`src/rtl/cpu_types_pkg.sv`:
```
// Shared CPU type definitions.
//   pc_sel_t      : next-PC source select driven by the pipeline controller.
//   pctrl_state_t : pipeline controller sequencing state.
package cpu_types_pkg;

  typedef enum logic [1:0] {
    SEQ    = 2'b00,
    BRANCH = 2'b01,
    JUMP   = 2'b10,
    JR     = 2'b11
  } pc_sel_t;

  typedef enum logic [1:0] {
    RUN   = 2'b00,
    DWAIT = 2'b01,
    HALT  = 2'b10
  } pctrl_state_t;

endpackage

```
`src/rtl/sat_counter.sv`:
```
// Saturating up-counter used for performance reporting.
//   CLK, nRST : clock, asynchronous active-low reset
//   inc       : count one event this cycle (ignored once all-ones)
//   clr       : synchronous clear, overrides inc
//   count     : current count value
module sat_counter #(
  parameter int unsigned W = 16
) (
  input  logic         CLK,
  input  logic         nRST,
  input  logic         inc,
  input  logic         clr,
  output logic [W-1:0] count
);

  logic [W-1:0] r_count;

  always_ff @(posedge CLK or negedge nRST) begin
    if (!nRST) begin
      r_count <= '0;
    end else if (clr) begin
      r_count <= '0;
    end else if (inc && (r_count != '1)) begin
      r_count <= r_count + 1'b1;
    end
  end

  assign count = r_count;

endmodule

```
`src/rtl/pipeline_ctrl.sv`:
```
// Hazard and sequencing controller for the 5-stage pipeline.
// Decides per cycle whether the PC and each pipeline latch loads, holds or
// loads a bubble, and tracks memory-wait / halt-drain sequencing.
//   CLK, nRST              : clock, asynchronous active-low reset
//   ihit, dhit             : fetch / data access completed this cycle
//   exmem_*                : MEM-stage memory op, redirect and halt indications
//   idex_DRen, idex_Rt     : load in EX and its destination register
//   ifid_Rs, ifid_Rt       : source registers of the instruction in ID
//   pc_en, pc_sel          : PC load enable and next-PC source
//   <latch>_en, <latch>_bub: latch load enable; load zero (NOP) when bub=1
//   halt                   : sticky core-halted flag (registered)
//   stall_cnt, flush_cnt   : saturating stall-cycle and redirect counters
module pipeline_ctrl
  import cpu_types_pkg::*;
#(
  parameter int unsigned CNT_W = 16,
  parameter int unsigned REG_W = 5
) (
  input  logic             CLK,
  input  logic             nRST,
  input  logic             ihit,
  input  logic             dhit,
  input  logic             exmem_DRen,
  input  logic             exmem_DWen,
  input  logic             exmem_branch_taken,
  input  logic             exmem_jump,
  input  logic             exmem_jr,
  input  logic             exmem_halt,
  input  logic             idex_DRen,
  input  logic [REG_W-1:0] idex_Rt,
  input  logic [REG_W-1:0] ifid_Rs,
  input  logic [REG_W-1:0] ifid_Rt,
  output logic             pc_en,
  output pc_sel_t          pc_sel,
  output logic             ifid_en,
  output logic             idex_en,
  output logic             exmem_en,
  output logic             memwb_en,
  output logic             ifid_bub,
  output logic             idex_bub,
  output logic             exmem_bub,
  output logic             memwb_bub,
  output logic             halt,
  output logic [CNT_W-1:0] stall_cnt,
  output logic [CNT_W-1:0] flush_cnt
);

  pctrl_state_t r_state;
  logic         r_halt;

  logic w_dstall;
  logic w_redirect;
  logic w_luse;
  logic w_in_halt;
  logic w_go_halt;
  logic w_stall_inc;
  logic w_flush_inc;

  assign w_dstall   = (exmem_DRen | exmem_DWen) & ~dhit;
  assign w_redirect = exmem_branch_taken | exmem_jump | exmem_jr;
  assign w_luse     = idex_DRen & (idex_Rt != '0) &
                      ((idex_Rt == ifid_Rs) | (idex_Rt == ifid_Rt));
  assign w_in_halt  = (r_state == HALT);
  assign w_go_halt  = ~w_in_halt & exmem_halt & ~w_dstall;

  // RUN and DWAIT share the same priority decode; DWAIT only records that
  // the data access is still outstanding.
  always_comb begin
    pc_en     = 1'b1;
    pc_sel    = SEQ;
    ifid_en   = 1'b1;
    idex_en   = 1'b1;
    exmem_en  = 1'b1;
    memwb_en  = 1'b1;
    ifid_bub  = 1'b0;
    idex_bub  = 1'b0;
    exmem_bub = 1'b0;
    memwb_bub = 1'b0;
    w_flush_inc = 1'b0;
    if (w_in_halt) begin
      // Drain everything to NOPs and keep the PC frozen.
      pc_en     = 1'b0;
      ifid_bub  = 1'b1;
      idex_bub  = 1'b1;
      exmem_bub = 1'b1;
      memwb_bub = 1'b1;
    end else if (w_dstall) begin
      pc_en    = 1'b0;
      ifid_en  = 1'b0;
      idex_en  = 1'b0;
      exmem_en = 1'b0;
      memwb_en = 1'b0;
    end else if (exmem_halt) begin
      // HALT itself retires into MEM/WB; younger work is squashed.
      pc_en     = 1'b0;
      ifid_bub  = 1'b1;
      idex_bub  = 1'b1;
      exmem_bub = 1'b1;
    end else if (w_redirect) begin
      ifid_bub    = 1'b1;
      idex_bub    = 1'b1;
      exmem_bub   = 1'b1;
      w_flush_inc = 1'b1;
      if (exmem_jr) begin
        pc_sel = JR;
      end else if (exmem_jump) begin
        pc_sel = JUMP;
      end else begin
        pc_sel = BRANCH;
      end
    end else if (w_luse) begin
      // Hold the dependent instruction in ID, feed a bubble into EX.
      pc_en    = 1'b0;
      ifid_en  = 1'b0;
      idex_bub = 1'b1;
    end else if (!ihit) begin
      pc_en    = 1'b0;
      ifid_bub = 1'b1;
    end
  end

  assign w_stall_inc = ~w_in_halt & ~pc_en & ~w_go_halt;

  always_ff @(posedge CLK or negedge nRST) begin
    if (!nRST) begin
      r_state <= RUN;
      r_halt  <= 1'b0;
    end else begin
      unique case (r_state)
        RUN, DWAIT: begin
          if (w_go_halt) begin
            r_state <= HALT;
            r_halt  <= 1'b1;
          end else if (w_dstall) begin
            r_state <= DWAIT;
          end else begin
            r_state <= RUN;
          end
        end
        HALT: r_state <= HALT;
        default: r_state <= RUN;
      endcase
    end
  end

  assign halt = r_halt;

  sat_counter #(
    .W(CNT_W)
  ) u_stall_cnt (
    .CLK  (CLK),
    .nRST (nRST),
    .inc  (w_stall_inc),
    .clr  (1'b0),
    .count(stall_cnt)
  );

  sat_counter #(
    .W(CNT_W)
  ) u_flush_cnt (
    .CLK  (CLK),
    .nRST (nRST),
    .inc  (w_flush_inc),
    .clr  (1'b0),
    .count(flush_cnt)
  );

endmodule

```
`config.mk`:
```
export PLATFORM = sky130hd
export DESIGN_NAME = pipeline_ctrl
export DESIGN_NICKNAME = d
export VERILOG_FILES = /design/src/rtl/cpu_types_pkg.sv /design/src/rtl/sat_counter.sv /design/src/rtl/pipeline_ctrl.sv
export SDC_FILE = /design/constraint.sdc
export NUM_CORES = 1
export LEC_CHECK = 0
export BUFFER_PORTS_ARGS = -buffer_cell sky130_fd_sc_hd__buf_2
export CELL_PAD_IN_SITES_DETAIL_PLACEMENT = 0
export CELL_PAD_IN_SITES_GLOBAL_PLACEMENT = 1
export CORE_ASPECT_RATIO = 0.75
export CORE_MARGIN = 5
export CORE_UTILIZATION = 33
export CTS_BUF_LIST = sky130_fd_sc_hd__clkbuf_8 sky130_fd_sc_hd__clkbuf_16
export CTS_CLUSTER_SIZE = 16
export DETAILED_ROUTE_END_ITERATION = 7
export PLACE_DENSITY_LB_ADDON = 0.1
export SYNTH_ARGS = -nofsm -noshare
export SYNTH_HDL_FRONTEND = slang
export SYNTH_SLANG_ARGS = --single-unit
```
`constraint.sdc`:
```
create_clock -name CLK -period 1.8 [get_ports CLK]
set_clock_uncertainty 0.2 [all_clocks]
set_input_delay 0.09 -clock CLK [delete_from_list [all_inputs] [get_ports CLK]]
set_output_delay 0.09 -clock CLK [all_outputs]
set_load 0.02 [all_outputs]
```
==> flow_summary.ini <==
[yosys]
yosysUniqueCellTypes = 35
ys.flop_type = dfrtp_1
syn_nets = 217
synth-seq-area-share = 0.468
synth_edf_count = 0
synth_area_um2 = 1870
synth_largest_area_cell = dfrtp_1
ys_warn_count = 0
async_reset_ff_frac = 1.00
netlist_top_cells_area = dfrtp_1 (47%), xnor2_1 (14%), nand4_1 (5.3%), xor2_1 (4.7%), nor2_1 (4.6%)
yosysTopAreaCellShare = 0.468
yosys-top-cells-count = dfrtp_1 (35), xnor2_1 (30), nor2_1 (23)
syn_area_per_cell_um2 = 9.90
netlist_instances = 189
yosysMostFrequentCell = dfrtp_1
synth-seq-cells = 35

[global_routing]
grt_overflow_total = 0
antenna_found_initial = 0
track_usage = 0.150
grt_pass1_wl_um = 8740
grt_max_degree = 21
grt_pass1_vias = 1824

[clock_network]
cts-root-to-sink-buffers = 2
cts_root_buf = clkbuf_8
clk_pin_slew_ns = 0.07
cts_tree = built
cts_buffers = 5
clk_latency_ns = 0.29
cts_sinks = 35
h-tree-depth = 2

[worst_hold_path]
hp-class = primary input to async pin

[run]
cap_violations = 0

[place]
place.port_buffers = 69
gp_congestion = 0.789
place_ws_ns = -0.171
dpl-instance-area_um2 = 2780
dp_hpwl_um = 4010

[final_layout]
nNetsFinal = 355
syn2layout_area_growth_pct = 63.8
antenna_cells = 0
design_area_um2 = 3070
drive_gt1_frac = 0.567

[drt]
vias_per_cell = 4.49
finalWirelength_um = 5140
drc = 0
wl_per_cell_um = 12.8
ant_nets = 0
drt_iter0_markers = 40
firstDrtPassIters = 4
dr_total_vias = 1810

[sta]
timing.final.max_slew_violations = 0
worst_pin_slew_ns = 0.516
layout_min_cycle_time_ns = 1.84
max_freq_mhz = 545
rsz0062_at_grt = yes
setup_viol = 1
hold_viol_final = 0
worst_slack_ns = -0.0363
slew_headroom = 0.656
finalCritPeriodShare = 1.02

[die]
num_rows = 23
fp.dieW_um = 97.0
dieArea_um2 = 7290
core_um2 = 5410
pin_count = 70
start_util = 0.346
die_height_um = 75.2

[worst_setup_path]
r2r_start = u_stall_cnt.count[12]
crit_path_end_kind = flip-flop
critPathMaxFanout = 4
required_ns = 1.78
crit_start = u_stall_cnt.count[12]
cp-start-kind = flip-flop
crit_type = flip-flop to flip-flop
crit_arrival_ns = 1.81

[pwr]
p_per_area_nw_per_um2 = 1010
ir_worst_vdd_mv = 0.800
p_total_mw = 3.11
p_leak_nw = 1.50

[outcome]
status = finished with violations
failed_checks = negative setup slack
-- metrics by stage --
stage	setup TNS (ns)	hold WS, ns	cells	utilization
after global routing	-0.677	0.161	403	0.567
final	-0.0363	0.106	403	0.567
after detailed placement	-1.47	-0.106	384	0.514
after global placement	-1.26	-0.106	384	0.514
after CTS	-0.312	0.120	402	0.554
after floorplan	-0.156	-0.406	189	-
-- layout by cell type (no fill, tap or decap), drive strengths merged, types with 2 or more instances in the layout --
| cell | instances |
|---|---|
| a21oi | 4 |
| and3 | 3 |
| buf | 132 |
| clkbuf | 7 |
| dfrtp | 35 |
| dlygate4sd3 | 3 |
| ha | 2 |
| inv | 9 |
| mux2 | 2 |
| nand2 | 17 |
| nand2b | 2 |
| nand3 | 10 |
| nand4 | 16 |
| nand4b | 2 |
| nor2 | 23 |
| nor2b | 2 |
| nor3 | 2 |
| o21ai | 5 |
| o21bai | 2 |
| xnor2 | 30 |
| xor2 | 10 |
-- logic make-up after synthesis --
| group | synth area share |
|---|---|
| AOI/OAI and AO/OA | 0.0568 |
| buffers and inverters | 0.0327 |
| and+or+nand+nor | 0.230 |
| adders and majority gates | 0.0134 |
| muxes | 0.0120 |
| xor gates and xnor gates | 0.187 |
| DFF | 0.468 |
-- layer usage --
| metal | vias to the layer above | part of all wire | GRT usage |
|---|---|---|---|
| met5 | - | 0 | 0 |
| met4 | 0 | 0.010 | 0.0514 |
| li1 | 923 | - | - |
| met3 | 5 | 0.063 | 0.0472 |
| met1 | 838 | 0.52 | 0.206 |
| met2 | 44 | 0.41 | 0.226 |
-- critical path, cell delays in order, from the launching register on --
cell and delay, ns:
dfrtp_2 0.36, and4_1 0.20, nand4_1 0.12, o311a_4 0.35
buf_6 0.14, nand2_4 0.05, mux2_4 0.29
-- layout make-up --
cell class / count / area, µm²
Clock inverter: 1 / 3.75
Tap cell: 75 / 93.8
Fill cell: 525 / 2340
Timing Repair Buffer: 135 / 858
Clock buffer: 7 / 96.3
Sequential cell: 35 / 893
Multi-Input combinational cell: 142 / 1090
Inverter: 8 / 32.5
-- state kept, by name, summed over array words and instances (netlist names) --
register and flops:
u_stall_cnt.count 16, halt 1, r_state 2, u_flush_cnt.count 16
-- where the power goes --
part	switching, mW	internal (mW)	total (mW)	leakage [nW]
logic	0.712	0.706	1.42	1.02
clock network	0.290	0.344	0.634	0.0557
registers	0.121	0.936	1.06	0.428
-- worst paths after layout --
check / to / slack (ns) / cells past startpoint
max: u_stall_cnt.count[1] / -0.04 / 6
min: u_stall_cnt.count[12] / 0.11 / 2
max reg2reg: u_stall_cnt.count[1] / -0.04 / 6
min reg2reg: halt / 0.29 / 1
max in group asynchronous: u_stall_cnt.count[4] / 0.76 / 3
min in group CLK: halt / 0.21 / 6
-- what timing repair did --
action                                 4_1_cts  5_1_grt
resized for setup                            7       15
endpoints found under the hold margin       37        0
setup endpoints to repair                    9       25
buffers inserted                             7        2
pin swaps                                   12       19
hold buffers                                 3        0
(Power assumes the default switching activity.)
